File: src/rtl/mem_stage.sv
// mem_stage: memory-access stage between the EX/MEM and MEM/WB registers.
// Drives a req/gnt/rvalid data-memory bus, stalls upstream while an access
// is outstanding, and registers the MEM/WB fields for writeback.
module mem_stage #(
  parameter int unsigned TIMEOUT_CYCLES = 255,
  parameter int unsigned CNT_W          = 8
) (
  input  logic        clk,
  input  logic        rst,
  input  logic        RegWrite_EX,
  input  logic [1:0]  ResultSrc_EX,
  input  logic [1:0]  Mem_Con_EX,
  input  logic [31:0] ALUresult_EX,
  input  logic [31:0] data2_EX,
  input  logic [4:0]  rd_EX,
  input  logic [31:0] PC_next_EX,
  output logic        dmem_req,
  output logic        dmem_we,
  output logic [31:0] dmem_addr,
  output logic [31:0] dmem_wdata,
  input  logic        dmem_gnt,
  input  logic        dmem_rvalid,
  input  logic [31:0] dmem_rdata,
  output logic        stall,
  output logic        mem_err,
  output logic        wb_RegWrite,
  output logic [1:0]  wb_ResultSrc,
  output logic [31:0] wb_ALUresult,
  output logic [31:0] wb_rdata,
  output logic [4:0]  wb_rd,
  output logic [31:0] wb_PC_next
);

  typedef enum logic [1:0] {
    S_IDLE,
    S_REQ,
    S_WAIT,
    S_DONE
  } state_t;

  state_t           state, state_n;
  logic [CNT_W-1:0] cnt, cnt_n;
  logic [31:0]      rdata_q, rdata_n;
  logic             err_q, err_n;

  logic is_load, is_store, mem_op, misaligned, access, busy, timeout;

  assign is_load    = (Mem_Con_EX == 2'b01);
  assign is_store   = (Mem_Con_EX == 2'b10);
  assign mem_op     = is_load | is_store;
  assign misaligned = mem_op & (ALUresult_EX[1:0] != 2'b00);
  assign access     = mem_op & ~misaligned;
  assign busy       = (state == S_REQ) | (state == S_WAIT);
  // Timeout fires in the TIMEOUT_CYCLES-th cycle spent in REQ+WAIT.
  assign timeout    = busy & (cnt == CNT_W'(TIMEOUT_CYCLES - 1));

  assign dmem_req   = ((state == S_IDLE) & access) | (state == S_REQ);
  assign dmem_we    = is_store;
  assign dmem_addr  = ALUresult_EX;
  assign dmem_wdata = data2_EX;
  assign stall      = access & (state != S_DONE);

  // State, timeout counter, captured load data and error flag.
  always_ff @(posedge clk or negedge rst) begin
    if (!rst) begin
      state   <= S_IDLE;
      cnt     <= '0;
      rdata_q <= '0;
      err_q   <= 1'b0;
    end else begin
      state   <= state_n;
      cnt     <= cnt_n;
      rdata_q <= rdata_n;
      err_q   <= err_n;
    end
  end

  // Next-state logic; grant handling is shared by IDLE and REQ.
  always_comb begin
    state_n = state;
    rdata_n = rdata_q;
    err_n   = err_q;
    cnt_n   = '0;
    case (state)
      S_IDLE, S_REQ: begin
        if (state == S_IDLE) err_n = 1'b0;
        if (timeout) begin
          state_n = S_DONE;
          err_n   = 1'b1;
          rdata_n = '0;
        end else if ((state == S_REQ) | access) begin
          if (!dmem_gnt) begin
            state_n = S_REQ;
          end else if (is_store) begin
            state_n = S_DONE;
          end else if (dmem_rvalid) begin
            state_n = S_DONE;
            rdata_n = dmem_rdata;
          end else begin
            state_n = S_WAIT;
          end
        end
      end
      S_WAIT: begin
        if (timeout) begin
          state_n = S_DONE;
          err_n   = 1'b1;
          rdata_n = '0;
        end else if (dmem_rvalid) begin
          state_n = S_DONE;
          rdata_n = dmem_rdata;
        end
      end
      S_DONE: begin
        state_n = S_IDLE;
      end
      default: state_n = S_IDLE;
    endcase
    if (busy & ((state_n == S_REQ) | (state_n == S_WAIT)))
      cnt_n = cnt + CNT_W'(1);
  end

  // MEM/WB register: bubble while stalled, error pulse when a faulted op retires.
  always_ff @(posedge clk or negedge rst) begin
    if (!rst) begin
      wb_RegWrite  <= 1'b0;
      wb_ResultSrc <= '0;
      wb_ALUresult <= '0;
      wb_rdata     <= '0;
      wb_rd        <= '0;
      wb_PC_next   <= '0;
      mem_err      <= 1'b0;
    end else if (stall) begin
      wb_RegWrite  <= 1'b0;
      wb_ResultSrc <= '0;
      wb_ALUresult <= '0;
      wb_rdata     <= '0;
      wb_rd        <= '0;
      wb_PC_next   <= '0;
      mem_err      <= 1'b0;
    end else begin
      wb_RegWrite  <= RegWrite_EX & ~misaligned & ~err_q;
      wb_ResultSrc <= ResultSrc_EX;
      wb_ALUresult <= ALUresult_EX;
      wb_rdata     <= (is_load & ~misaligned) ? rdata_q : '0;
      wb_rd        <= rd_EX;
      wb_PC_next   <= PC_next_EX;
      mem_err      <= misaligned | ((state == S_DONE) & err_q);
    end
  end

endmodule

File: config.mk
export PLATFORM = sky130hd
export DESIGN_NAME = mem_stage
export DESIGN_NICKNAME = d
export VERILOG_FILES = /design/src/rtl/mem_stage.sv
export SDC_FILE = /design/constraint.sdc
export NUM_CORES = 1
export LEC_CHECK = 0
export CORE_ASPECT_RATIO = 0.75
export CORE_MARGIN = 1
export CORE_UTILIZATION = 39
export DETAILED_ROUTE_END_ITERATION = 12
export GPL_TIMING_DRIVEN = 0
export PLACE_DENSITY = 0.85
export SLEW_MARGIN = 5
export SYNTH_ARGS = -nofsm -noshare
export SYNTH_HDL_FRONTEND = slang
export SYNTH_SLANG_ARGS = --single-unit
File: constraint.sdc
create_clock -name clk -period 2.43 [get_ports clk]
set_input_delay 0.486 -clock clk [delete_from_list [all_inputs] [get_ports clk]]
set_output_delay 0.486 -clock clk [all_outputs]
set_load 0.01 [all_outputs]
# Yosys cells after proc, flatten, opt, wreduce, memory -nomap -nowiden
# Index checks and enable logic that the tools add are counted.
# totals
elab_cells,78
ff_bits,148
output_inout_bits,172
input_bits,142
# classes
n_reduce_logical,6
n_bitwise,18
eq_ne,14
n_addsub,1
muxes,28
# ops
cell,n
$mux W32,10
$pmux W32 S2,1
$mux W2,6
$ne A3 B3 Y1 const B,4
$and A1 B1 Y1,10
$add A8 B1 Y8 const B,1
$eq A2 B2 Y1 const B,4
$eq A8 B8 Y1 const B,1
$mux W8,1
$mux W1,7
$eq A2 B1 Y1 const B,3
$or A1 B1 Y1,6
$pmux W2 S3,1
$mux W5,1
$ne A2 B2 Y1 const B,2
$reduce_and A4 Y1,1
$reduce_bool A2 Y1,2
$reduce_and A3 Y1,1
$logic_not A2 Y1,1
$not A1 Y1,2
$pmux W1 S2,1
$reduce_or A2 Y1,1

# Longest topological paths before layout
# logic_depth
word_depth,13
mapped_depth,8
mapped_depth_nobuf,7

# Least setup slack after synthesis
# OpenSTA, ideal clock, no wires.
# synth_timing
kind,input-to-output
from,input port Mem_Con_EX[0]
to,output port stall
required_ns,1.944
path_slack_ns,0.179
path_stages,5
arrival_time_ns,1.765
cell_sequence,inv_1 ha_1 or3_4 nor2_1 clkbuf_1
# synth_via
elab_chain_cells,6
word_cells_on_any_way,7
classes_between,eq/ne (2); bitwise (5)
# synth_rtl
element,line,text
from (decl),12,"input logic [1:0] Mem_Con_EX,"
$eq A2 B1 Y1 / $eq A2 B2 Y1 (equally long branches),"48, 49",
$or A1 B1 Y1 *,50,assign mem_op = is_load | is_store;
$and A1 B1 Y1,51,assign misaligned = mem_op & (ALUresult_EX[1:0] != 2'b00);
$not A1 Y1,52,assign access = mem_op & ~misaligned;
$and A1 B1 Y1 *,52,
$and A1 B1 Y1 *,61,assign stall = access & (state != S_DONE);
to (decl),24,"output logic stall,"
# Every way passes the cells marked *; elsewhere a longest branch is shown, timed or not.

# Final worst setup path
# layout_timing
from,register state[0]
to,register rdata_q[16]
# layout_via
elab_chain_cells,5
word_cells_on_any_way,15
classes_between,eq/ne (5); mux (3); bitwise (3); reduce/logical (4)
# layout_rtl
element,line,text
from (decl),41,"state_t state, state_n;"
from (signal assigned),71,state <= state_n;
$eq A2 B1 Y1 / $eq A2 B2 Y1 (equally long branches),"53, 84, 91",
$or A1 B1 Y1,53,assign busy = (state == S_REQ) | (state == S_WAIT);
$and A1 B1 Y1,55,assign timeout = busy & (cnt == CNT_W'(TIMEOUT_CYCLES - 1));
"$ne A3 B3 Y1 (no line), or another cell as far along",-,
$reduce_and A4 Y1 (no line) / $pmux W32 S2 (equally long branches),-,
to (signal assigned),73,rdata_q <= rdata_n;
to (decl),43,"logic [31:0] rdata_q, rdata_n;"
# Several ways; a longest one is shown, not always the timed one.
# A chain may end at the register's enable or synchronous reset.

==> impl_metrics.json <==
{
  "synth_cell_types": 35,
  "gr-total-overflow": 0,
  "slowest_stage": "dfrtp_1",
  "synth_most_common_cell": "dfrtp_1",
  "slew_headroom_pct": 55.5,
  "hpwl_um": 11800,
  "cp_data_required_time_ns": 2.78,
  "grt_setup_unrepaired": "true",
  "postRouteAntennaNets": 0,
  "drc": 0,
  "diodes": 0,
  "utilization_pct": 68.1,
  "leakage_nw": 4.32,
  "grt_max_degree": 77,
  "skew_ns": 0.00925,
  "final_cell_area_mm2": 0.00953,
  "holdWs_ns": 0.0773,
  "critPathLaunchType": "flip-flop",
  "cts-hold-fix-buffers": 0,
  "ios": 314,
  "syn_avg_cell_area_um2": 12.8,
  "rows": 37,
  "synthTopCellsByCount": "148 x dfrtp_1, 70 x nor2b_1, 64 x buf_4",
  "clockBufferDepth": 2,
  "gp_congestion": 0.867,
  "io_buffers": 281,
  "cts_tree": "built",
  "clkLatencyLatePin_ns": 0.41,
  "numCtsBuffers": 17,
  "die_height_um": 107,
  "setup_tns_ns": 0,
  "status": "finished, final reports clean",
  "synth_top_area_share_pct": 64.9,
  "area_growth_pct": 67.0,
  "ir_drop_mv": 0.454,
  "tightest_slew_ns": 0.667,
  "min_period_over_period_pct": 96.8,
  "r2r_cells": 8,
  "routed_wl_um": 15600,
  "nets": 901,
  "maxSlewViolCount": 0,
  "path_cells": "inv_1, ha_1, buf_2, and3_1, and3_1, nor3_2, buf_2, a22o_1",
  "antenna_found_initial": 0,
  "cp.arrival_ns": 2.71,
  "synth_area_mm2": 0.00571,
  "hp-class": "primary input to async pin",
  "yosysTopAreaCell": "dfrtp_1",
  "fmaxAchievable_mhz": 425,
  "cp_slowest_stage_delay_ns": 0.48,
  "n_fill_cell": 958,
  "dr.pass1.iters": 4,
  "initial_utilization_pct": 40.8,
  "cp.depth": 8,
  "cp_top_family": "simple AND/OR/NAND/NOR gates",
  "ys.flop_type": "dfrtp_1",
  "syn_nets": 596,
  "clk_pin_slew_ns": 0.07,
  "synth_cells": 445,
  "end_kind": "flip-flop",
  "finalHoldViolCount": 0,
  "first_global_vias": 4501,
  "layout-drive-gt1-share_pct": 16.0,
  "routed_via_density": 4.56,
  "drt_iter0_markers": 149,
  "async_flop_share_pct": 100,
  "grt_pass1_wl_um": 23400,
  "synth_seq_cells": 148,
  "synth_edf_count": 0,
  "yosysWarningCount": 0,
  "crit_buf_inv": 3,
  "cts_max_level": 4,
  "finalPower_mw": 8.03,
  "grt_use_total_pct": 20.8,
  "finalSetupViolations": 0,
  "post_drt_wl_per_cell_um": 16.3,
  "core_mm2": 0.0140,
  "power_density_mw_per_mm2": 843,
  "path_class": "flip-flop to flip-flop",
  "numClockSinks": 148,
  "synth.area.top_cells": "dfrtp_1 65%, buf_4 8.4%, nor2b_1 7.7%",
  "layout_min_cycle_time_ns": 2.35,
  "cts-root-buf": "clkbuf_16",
  "crit_fanout": 10,
  "seq_area_frac_synth_pct": 64.9,
  "vias": 4369,
  "fp.dieArea_mm2": 0.0151,
  "dpl-instance-area_mm2": 0.00879,
  "die_w_um": 142,
  "cap_violations": 0
}
[area by class of cell]
type / count / area [um2] / share of cell area [%]
Buffer: 85 / 589 / 6.19
Clock buffer: 17 / 425 / 4.46
Clock inverter: 15 / 208 / 2.18
Inverter: 6 / 22.5 / 0.236
Multi-Input combinational cell: 206 / 1460 / 15.3
Sequential cell: 148 / 3700 / 38.9
Tap cell: 195 / 244 / 2.56
Timing Repair Buffer: 286 / 2880 / 30.2
[worst paths after layout]
kind,slack (ns),end,startpoint
setup / recovery,0.08,rdata_q[16],state[0]
hold / removal,0.08,wb_rdata[25],rst
setup reg to reg,0.08,rdata_q[16],state[0]
hold reg to reg,0.48,wb_rdata[5],rdata_q[5]
max in group asynchronous,1.55,wb_PC_next[11],rst
min in group clk,0.48,wb_rdata[5],rdata_q[5]
[sequential cells by signal, summed over array words and instances (netlist names)]
register,flops
state,2
wb_ResultSrc,2
wb_rd,5
err_q,1
rdata_q,32
cnt,8
wb_PC_next,32
wb_ALUresult,32
mem_err,1
wb_rdata,32
wb_RegWrite,1
[report_power, final]
| part | internal (mW) | switching [mW] |
|---|---|---|
| logic | 1.14 | 1.02 |
| clock network | 1.59 | 1.15 |
| registers | 2.91 | 0.225 |
| total | 5.63 | 2.39 |
[per-stage QoR]
step	worst slack [ns]	std cells
floorplan	0.179	445
global placement	-4.66	921
detailed placement	-1.44	922
CTS	-0.220	957
global route	-0.0295	958
finish	0.0787	958
[layout by cell type, fill, tap and decap left out, types with 5 or more instances in the layout]
master,n
clkdlybuf4s50_1,275
dfrtp_1,148
nor2b_1,70
buf_4,69
and2_1,32
a22o_1,32
clkbuf_16,17
nand2_1,11
clkbuf_1,10
a21oi_1,10
ha_1,8
inv_1,5
buf_2,5
nor2_1,5
xnor2_1,5
inv_8,5
[repair_timing]
action / CTS / global route
pin swaps: 2 / 2
resized for setup: 16 / 11
setup endpoints to repair: 106 / 40
setup buffers: 3 / 1
cloned: 0 / 0
[per-layer routing]
metal / track usage (%) / wire [um] / up-vias
li1: - / - / 2001
met1: 23.4 / 5850 / 2146
met2: 37.0 / 8280 / 204
met3: 7.10 / 1240 / 18
met4: 6.53 / 235 / 0
met5: 0 / 0 / -
[logic make-up after synthesis]
logic type | count (synthesis) | share of synthesized area, %
AO/OA/AOI/OAI | 56 | 7.59
XOR/XNOR | 6 | 0.921
buffers and inverters | 91 | 10.4
flip-flops | 148 | 64.9
adder cells (fa/ha/maj) | 9 | 1.97
AND/OR/NAND/NOR | 135 | 14.2
Power figures use the tool's default switching activity.
